File: config.mk
export PLATFORM = sky130hd
export DESIGN_NAME = mem_iface_flat
export DESIGN_NICKNAME = d
export VERILOG_FILES = /design/src/rtl/mem_iface_pkg.sv /design/src/rtl/mem_iface_if.sv /design/src/rtl/mem_iface_wait_timer.sv /design/src/rtl/mem_iface.sv /design/src/flat_wrapper.sv
export SDC_FILE = /design/constraint.sdc
export NUM_CORES = 1
export LEC_CHECK = 0
export ABC_AREA = 1
export BUFFER_PORTS_ARGS = -buffer_cell sky130_fd_sc_hd__buf_4
export CORE_MARGIN = 2
export CORE_UTILIZATION = 43
export CTS_CLUSTER_DIAMETER = 50
export CTS_CLUSTER_SIZE = 30
export DETAILED_ROUTE_END_ITERATION = 8
export HOLD_SLACK_MARGIN = 0.15
export PLACE_DENSITY = 0.8
export SYNTH_ARGS = -nofsm -noshare
export SYNTH_HDL_FRONTEND = slang
export SYNTH_SLANG_ARGS = --single-unit
export TNS_END_PERCENT = 100
File: constraint.sdc
create_clock -name clk -period 1.75 [get_ports clk]
set_input_delay 0.175 -clock clk [delete_from_list [all_inputs] [get_ports clk]]
set_output_delay 0.175 -clock clk [all_outputs]
set_load 0.005 [all_outputs]
File: src/rtl/mem_iface_pkg.sv
// mem_iface_pkg: shared state encodings and default widths for the CPU memory interface
package mem_iface_pkg;

    localparam int DEF_ADDR_W = 16;
    localparam int DEF_DATA_W = 32;
    localparam int CNT_W      = 4;

    typedef enum logic [1:0] {
        IDLE = 2'd0,
        RD   = 2'd1,
        WR   = 2'd2,
        DONE = 2'd3
    } state_t;

endpackage

File: src/rtl/mem_iface_if.sv
// mem_iface_if: request/response bus between mem_iface and external memory
interface mem_iface_if #(
    parameter int ADDR_W = mem_iface_pkg::DEF_ADDR_W,
    parameter int DATA_W = mem_iface_pkg::DEF_DATA_W
);

    logic [ADDR_W-1:0] m_addr;
    logic [DATA_W-1:0] m_wdata;
    logic [DATA_W-1:0] m_rdata;
    logic              m_req;
    logic              m_we;
    logic              m_ack;

    modport master (output m_addr, m_wdata, m_req, m_we, input m_rdata, m_ack);
    modport slave  (input m_addr, m_wdata, m_req, m_we, output m_rdata, m_ack);

endinterface

File: src/rtl/mem_iface_wait_timer.sv
// wait_timer: counts unacknowledged access cycles, flags the last allowed one
module wait_timer import mem_iface_pkg::*; #(
    parameter int TIMEOUT = 8
) (
    input  logic clk,
    input  logic rst,
    input  logic clr,
    input  logic en,
    output logic tc
);

    logic [CNT_W-1:0] cnt;

    always_ff @(posedge clk or posedge rst)
        if (rst)
            cnt <= '0;
        else if (clr)
            cnt <= '0;
        else if (en)
            cnt <= cnt + 1'b1;

    assign tc = cnt == CNT_W'(TIMEOUT - 1);

endmodule

File: src/rtl/mem_iface.sv
// mem_iface: MAR/MDR bus interface with read/write memory handshake, timeout and sticky fault
module mem_iface import mem_iface_pkg::*; #(
    parameter int ADDR_W  = DEF_ADDR_W,
    parameter int DATA_W  = DEF_DATA_W,
    parameter int TIMEOUT = 8
) (
    input  logic              clk,
    input  logic              rst,
    input  logic              ld_mar,
    input  logic              ld_mdr,
    input  logic              oe_mar,
    input  logic              oe_mdr,
    input  logic              mem_rd,
    input  logic              mem_wr,
    input  logic              clr_fault,
    input  logic [ADDR_W-1:0] addr_in,
    input  logic [DATA_W-1:0] data_in,
    output logic [ADDR_W-1:0] addr_out,
    output logic [DATA_W-1:0] data_out,
    output logic              busy,
    output logic              done,
    output logic              fault,
    mem_iface_if.master       mem
);

    state_t            state, state_nxt;
    logic [ADDR_W-1:0] mar;
    logic [DATA_W-1:0] mdr;
    logic              tc;
    logic              set_fault;

    // counter runs only while busy and is held at zero otherwise, so it starts fresh per access
    wait_timer #(.TIMEOUT(TIMEOUT)) u_timer (
        .clk (clk),
        .rst (rst),
        .clr (!busy),
        .en  (busy && !mem.m_ack),
        .tc  (tc)
    );

    always_ff @(posedge clk or posedge rst)
        if (rst)
            state <= IDLE;
        else
            state <= state_nxt;

    always_comb begin
        state_nxt = state;
        set_fault = 1'b0;
        unique case (state)
            IDLE: begin
                set_fault = mem_rd && mem_wr;
                state_nxt = mem_rd && mem_wr ? DONE : mem_rd ? RD : mem_wr ? WR : IDLE;
            end
            RD, WR: begin
                set_fault = tc && !mem.m_ack;
                state_nxt = tc || mem.m_ack ? DONE : state;
            end
            DONE: state_nxt = IDLE;
        endcase
    end

    // memory read data has priority over a bus load of MDR
    always_ff @(posedge clk or posedge rst)
        if (rst) begin
            mar   <= '0;
            mdr   <= '0;
            fault <= 1'b0;
        end else begin
            if (ld_mar && !busy)
                mar <= addr_in;
            if (state == RD && mem.m_ack)
                mdr <= mem.m_rdata;
            else if (ld_mdr && !busy)
                mdr <= data_in;
            fault <= set_fault || (fault && !clr_fault);
        end

    assign busy        = state == RD || state == WR;
    assign done        = state == DONE;
    assign mem.m_req   = busy;
    assign mem.m_we    = state == WR;
    assign mem.m_addr  = mar;
    assign mem.m_wdata = mdr;
    assign addr_out    = oe_mar ? mar : '0;
    assign data_out    = oe_mdr ? mdr : '0;

endmodule

File: src/flat_wrapper.sv
// flat-port wrapper written by rule: the top's interface ports become plain ports
module mem_iface_flat import mem_iface_pkg::*;
#(
    parameter int ADDR_W  = DEF_ADDR_W,
    parameter int DATA_W  = DEF_DATA_W,
    parameter int TIMEOUT = 8
)
  (clk, rst, ld_mar, ld_mdr, oe_mar, oe_mdr, mem_rd, mem_wr, clr_fault, addr_in, data_in, addr_out, data_out, busy, done, fault, mem_m_addr, mem_m_wdata, mem_m_req, mem_m_we, mem_m_rdata, mem_m_ack);
  mem_iface_if #(.ADDR_W(ADDR_W), .DATA_W(DATA_W)) mem_i ();
  input  logic clk;
  input  logic rst;
  input  logic ld_mar;
  input  logic ld_mdr;
  input  logic oe_mar;
  input  logic oe_mdr;
  input  logic mem_rd;
  input  logic mem_wr;
  input  logic clr_fault;
  input  logic [ADDR_W-1:0] addr_in;
  input  logic [DATA_W-1:0] data_in;
  output logic [ADDR_W-1:0] addr_out;
  output logic [DATA_W-1:0] data_out;
  output logic busy;
  output logic done;
  output logic fault;
  output wire logic [$bits(mem_i.m_addr)-1:0] mem_m_addr;
  output wire logic [$bits(mem_i.m_wdata)-1:0] mem_m_wdata;
  output wire logic [$bits(mem_i.m_req)-1:0] mem_m_req;
  output wire logic [$bits(mem_i.m_we)-1:0] mem_m_we;
  input wire logic [$bits(mem_i.m_rdata)-1:0] mem_m_rdata;
  input wire logic [$bits(mem_i.m_ack)-1:0] mem_m_ack;
  assign mem_m_addr = mem_i.m_addr;
  assign mem_m_wdata = mem_i.m_wdata;
  assign mem_m_req = mem_i.m_req;
  assign mem_m_we = mem_i.m_we;
  assign mem_i.m_rdata = mem_m_rdata;
  assign mem_i.m_ack = mem_m_ack;
  mem_iface #(.ADDR_W(ADDR_W), .DATA_W(DATA_W), .TIMEOUT(TIMEOUT)) u_core (.clk(clk), .rst(rst), .ld_mar(ld_mar), .ld_mdr(ld_mdr), .oe_mar(oe_mar), .oe_mdr(oe_mdr), .mem_rd(mem_rd), .mem_wr(mem_wr), .clr_fault(clr_fault), .addr_in(addr_in), .data_in(data_in), .addr_out(addr_out), .data_out(data_out), .busy(busy), .done(done), .fault(fault), .mem(mem_i));
endmodule
==> metrics.md <==
| Metric | Value |
|---|---|
| Status | `finished, final reports clean` |
| Main combinational cell family by area after synthesis | `simple AND/OR/NAND/NOR gates` |
| Post-synthesis compound-gate area fraction | `0.966%` |
| Hold Path Class | `in2reg` |
| Initial antenna violation count | `0` |
| Min Tclk post-route | `roughly 1.6 ns` |
| Tcrit/Tclk final | `about 90%` |
| Area delta synth->final | `66.0%` |
| Routed metal-1 wirelength | `approximately 4000 um` |
| WL/cell | `13.3 um` |
| Die Ht | `89.0 um` |
| Std-Cell Rows | `30` |
| ANT nets after route | `0` |
| Met2 Wirelength | `between 5000 and 6000 um` |
| Root Buffer | `clkbuf_8` |
| Synth warn | `0` |
| Power density cells | `around 1500 nW/um2` |
| Top sig layer | `met4` |
| Post-Synth Simple-Gate Area | `between 40% and 50%` |
| Register Area | `approximately 1400 um2` |
| Crit. Startpoint | `u_core.state[0]$_DFFE_PP0P_` |
| Final nets | `785` |
| Synth cell types | `14` |
| Clock tree from TritonCTS | `done` |
| Measured slew at the worst slew-check pin | `approximately 0.55 ns` |
| Cells along the critical path | `inv_1 > ha_4 > inv_2 > nand2_1 > nand2_1 > buf_12 > nand2_1 > nand2_1` |
| H-tree depth | `2` |
| Sequential share of the synthesized area | `approximately 44%` |
| Total Wirelength | `10400 um` |
| Clock Latency Late Sink | `about 0.31 ns` |
| Worst endpoint data arrival time | `1.82 ns` |
| Core Box Area | `between 6000 and 7000 um2` |
| CP max stage cell | `dfrtp_1` |
| Buf/Inv on CP | `3` |
| Adder-Cell Fraction of Synth Area | `under 10%` |
| Largest net degree at the start of global routing | `33` |
| Gr ovfl total | `0` |
| Most common cell on crit path | `nand2_1` |
| Setup-failing EPs final | `0` |
| FILL cells | `approximately 550` |
| Min-delay src | `mem_m_rdata[29]` |
| Cell leakage power | `around 3.2 nW` |
| CP top delay family | `buffers and inverters` |
| Mux share of post-synthesis cell area | `0%` |
| CP max stage delay | `0.41 ns` |
| Netlist Area Pre-Place | `3110 um2` |
| Fmax | `635 MHz` |
| Final count of pins violating max slew | `0` |
| CP startpoint kind | `flop` |
| Reg2reg start | `u_core.state[0]$_DFFE_PP0P_` |
| Max Cap Viol | `0` |
| DR iter-0 viols | `around 160` |
| RSZ-0062 raised after global routing | `no` |
| Crit. End Element | `flop` |
| Setup TNS | `0 ns` |
| Routed met3 length | `around 600 um` |
| I/O Pins | `191` |
| Drt first pass iters | `5` |
| Vias in the first global route | `3345` |
| Syn avg cell area | `about 6.6 um2` |
| Crit path max fanout | `30` |
| Clock Tree Buf Depth | `2` |
| Dpl ws | `-0.0114 ns` |
| Cells after DPL | `approximately 740` |
| Crit Path Category | `reg2reg` |
| Post-Synthesis Cells | `~470` |
| Synthesis-stage register bit count | `55` |
| Gr usage total | `between 20% and 30%` |
| Starting Density | `45.0%` |
| Clock sinks | `55` |
| Diode count | `0` |
| Final WS setup | `0.176 ns` |
| Die area | `~7900 um2` |
| Worst-path clk slew | `around 0.11 ns` |
| Port-buffer cells | `190` |
| GPL Wtd Cong | `0.820` |
| Total number of vias | `between 3000 and 4000` |
| Final hold violations | `0` |
| First-pass GRT wire length | `approximately 16000 um` |
| VDD IR-drop max | `slightly below 1 mV` |
| Hold_ws | `approximately 0.15 ns` |
| Final HPWL DP | `around 7300 um` |
| DRC | `0` |
| Finished Layout Cells | `between 700 and 800` |
| CTS Buf Count | `5` |
| Setup bufs post-CTS | `0` |
| Worst Clk Skew | `approximately 0.0064 ns` |
| DR vias/cell | `4.63` |
| Slew margin rel. | `63.3%` |
| Area occupied by multi-input gates | `~1400 um2` |
| Post-Synth XOR/XNOR Area | `0%` |
| Share of cells above drive strength 1 | `31.0%` |
| Post-synth net total | `~560` |
| Die X-Extent | `slightly below 90 um` |
| CP required | `around 2.0 ns` |
-- final cells by class --
class | count | share of cell area [%]
repair buffers | 242 | 37.8
multi-input cells | 327 | 26.6
clock buffers | 5 | 1.33
well taps | 96 | 2.33
inverters | 59 | 4.29
clock inverters | 3 | 0.970
flip-flops and latches | 55 | 26.7
-- sequential cells by signal, summed over array words and instances (netlist names) --
| register | count |
|---|---|
| u_core.mem.m_wdata | 32 |
| u_core.fault | 1 |
| u_core.u_timer.cnt | 4 |
| u_core.mem.m_addr | 16 |
| u_core.state | 2 |
-- synth_stat cells --
library cell | instances | area [um2]
dfrtp_1 | 55 | 1380
inv_1 | 59 | 221
buf_2 | 13 | 65.1
buf_4 | 5 | 37.5
clkbuf_1 | 6 | 22.5
o21ai_0 | 3 | 15.0
buf_6 | 3 | 33.8
ha_1 | 5 | 62.6
a21oi_1 | 3 | 15.0
nor3_1 | 1 | 5.00
nand4_1 | 2 | 12.5
nand3_1 | 53 | 265
nand2_1 | 254 | 953
nor2_1 | 6 | 22.5
-- worst register-to-register path, delay by kind of cell, from the launching register on --
family / cells / cell delay [ns]
buf+inv: 3 / 0.46
simple gates: 4 / 0.40
flops: 1 / 0.41
fa+ha+maj: 1 / 0.25
-- power by group --
group          switching [W]  internal [W]  leakage (nW)
sequential          0.000520       0.00188         0.685
combinational        0.00213       0.00211          2.50
clock               0.000435      0.000442        0.0607
-- cell families (layout without fill, tap and decap cells) --
| family | after synthesis | after routing |
|---|---|---|
| AND/OR/NAND/NOR | 316 | 316 |
| buffers and inverters | 86 | 309 |
| flip-flops | 55 | 55 |
| AO/OA/AOI/OAI | 6 | 6 |
| adder cells (fa/ha/maj) | 5 | 5 |
-- metal layers --
metal / track usage [%] / vias up
met3: 3.42 / 21
li1: - / 1834
met4: 8.28 / 0
met1: 32.4 / 1653
met2: 47.2 / 135
met5: 0 / -
-- final timing paths --
path	depth (start not counted)	slack, ns	end
max	8	0.18	u_core.mem.m_wdata[20]$_DFFE_PP0P_
min	5	0.15	u_core.mem.m_wdata[29]$_DFFE_PP0P_
max reg2reg	8	0.18	u_core.mem.m_wdata[20]$_DFFE_PP0P_
min reg2reg	2	0.51	u_core.fault$_DFF_PP0_
max in group asynchronous	4	0.72	u_core.mem.m_wdata[5]$_DFFE_PP0P_
min in group asynchronous	3	0.48	u_core.mem.m_addr[12]$_DFFE_PP0P_
-- metrics by stage --
step	instance area [um2]	util [%]	total power, W
finish	5160	74.7	0.00751
global route	5160	74.7	0.00816
CTS	5140	74.4	0.00746
detailed placement	4600	66.6	0.00648
global placement	4600	66.6	0.00632
floorplan	3110	-	0.00440
-- cell usage in the layout, fill, tap and decap left out, types with 2 or more instances in the layout --
cell,Yosys,routed
a21oi_1,3,3
buf_12,0,2
buf_4,5,197
clkbuf_8,0,5
dfrtp_1,55,55
dlygate4sd3_1,0,42
ha_1,5,4
inv_1,59,57
inv_2,0,2
nand2_1,254,252
nand2_2,0,2
nand3_1,53,53
nand4_1,2,2
nor2_1,6,5
o21ai_0,3,2
-- timing repair --
action | 4_1_cts | 5_1_grt
hold buffers | 42 | 0
setup endpoints to repair | 3 | 48
gates resized for setup | 1 | 6
hold endpoints to repair | 59 | 0
Power figures use the tool's default switching activity.
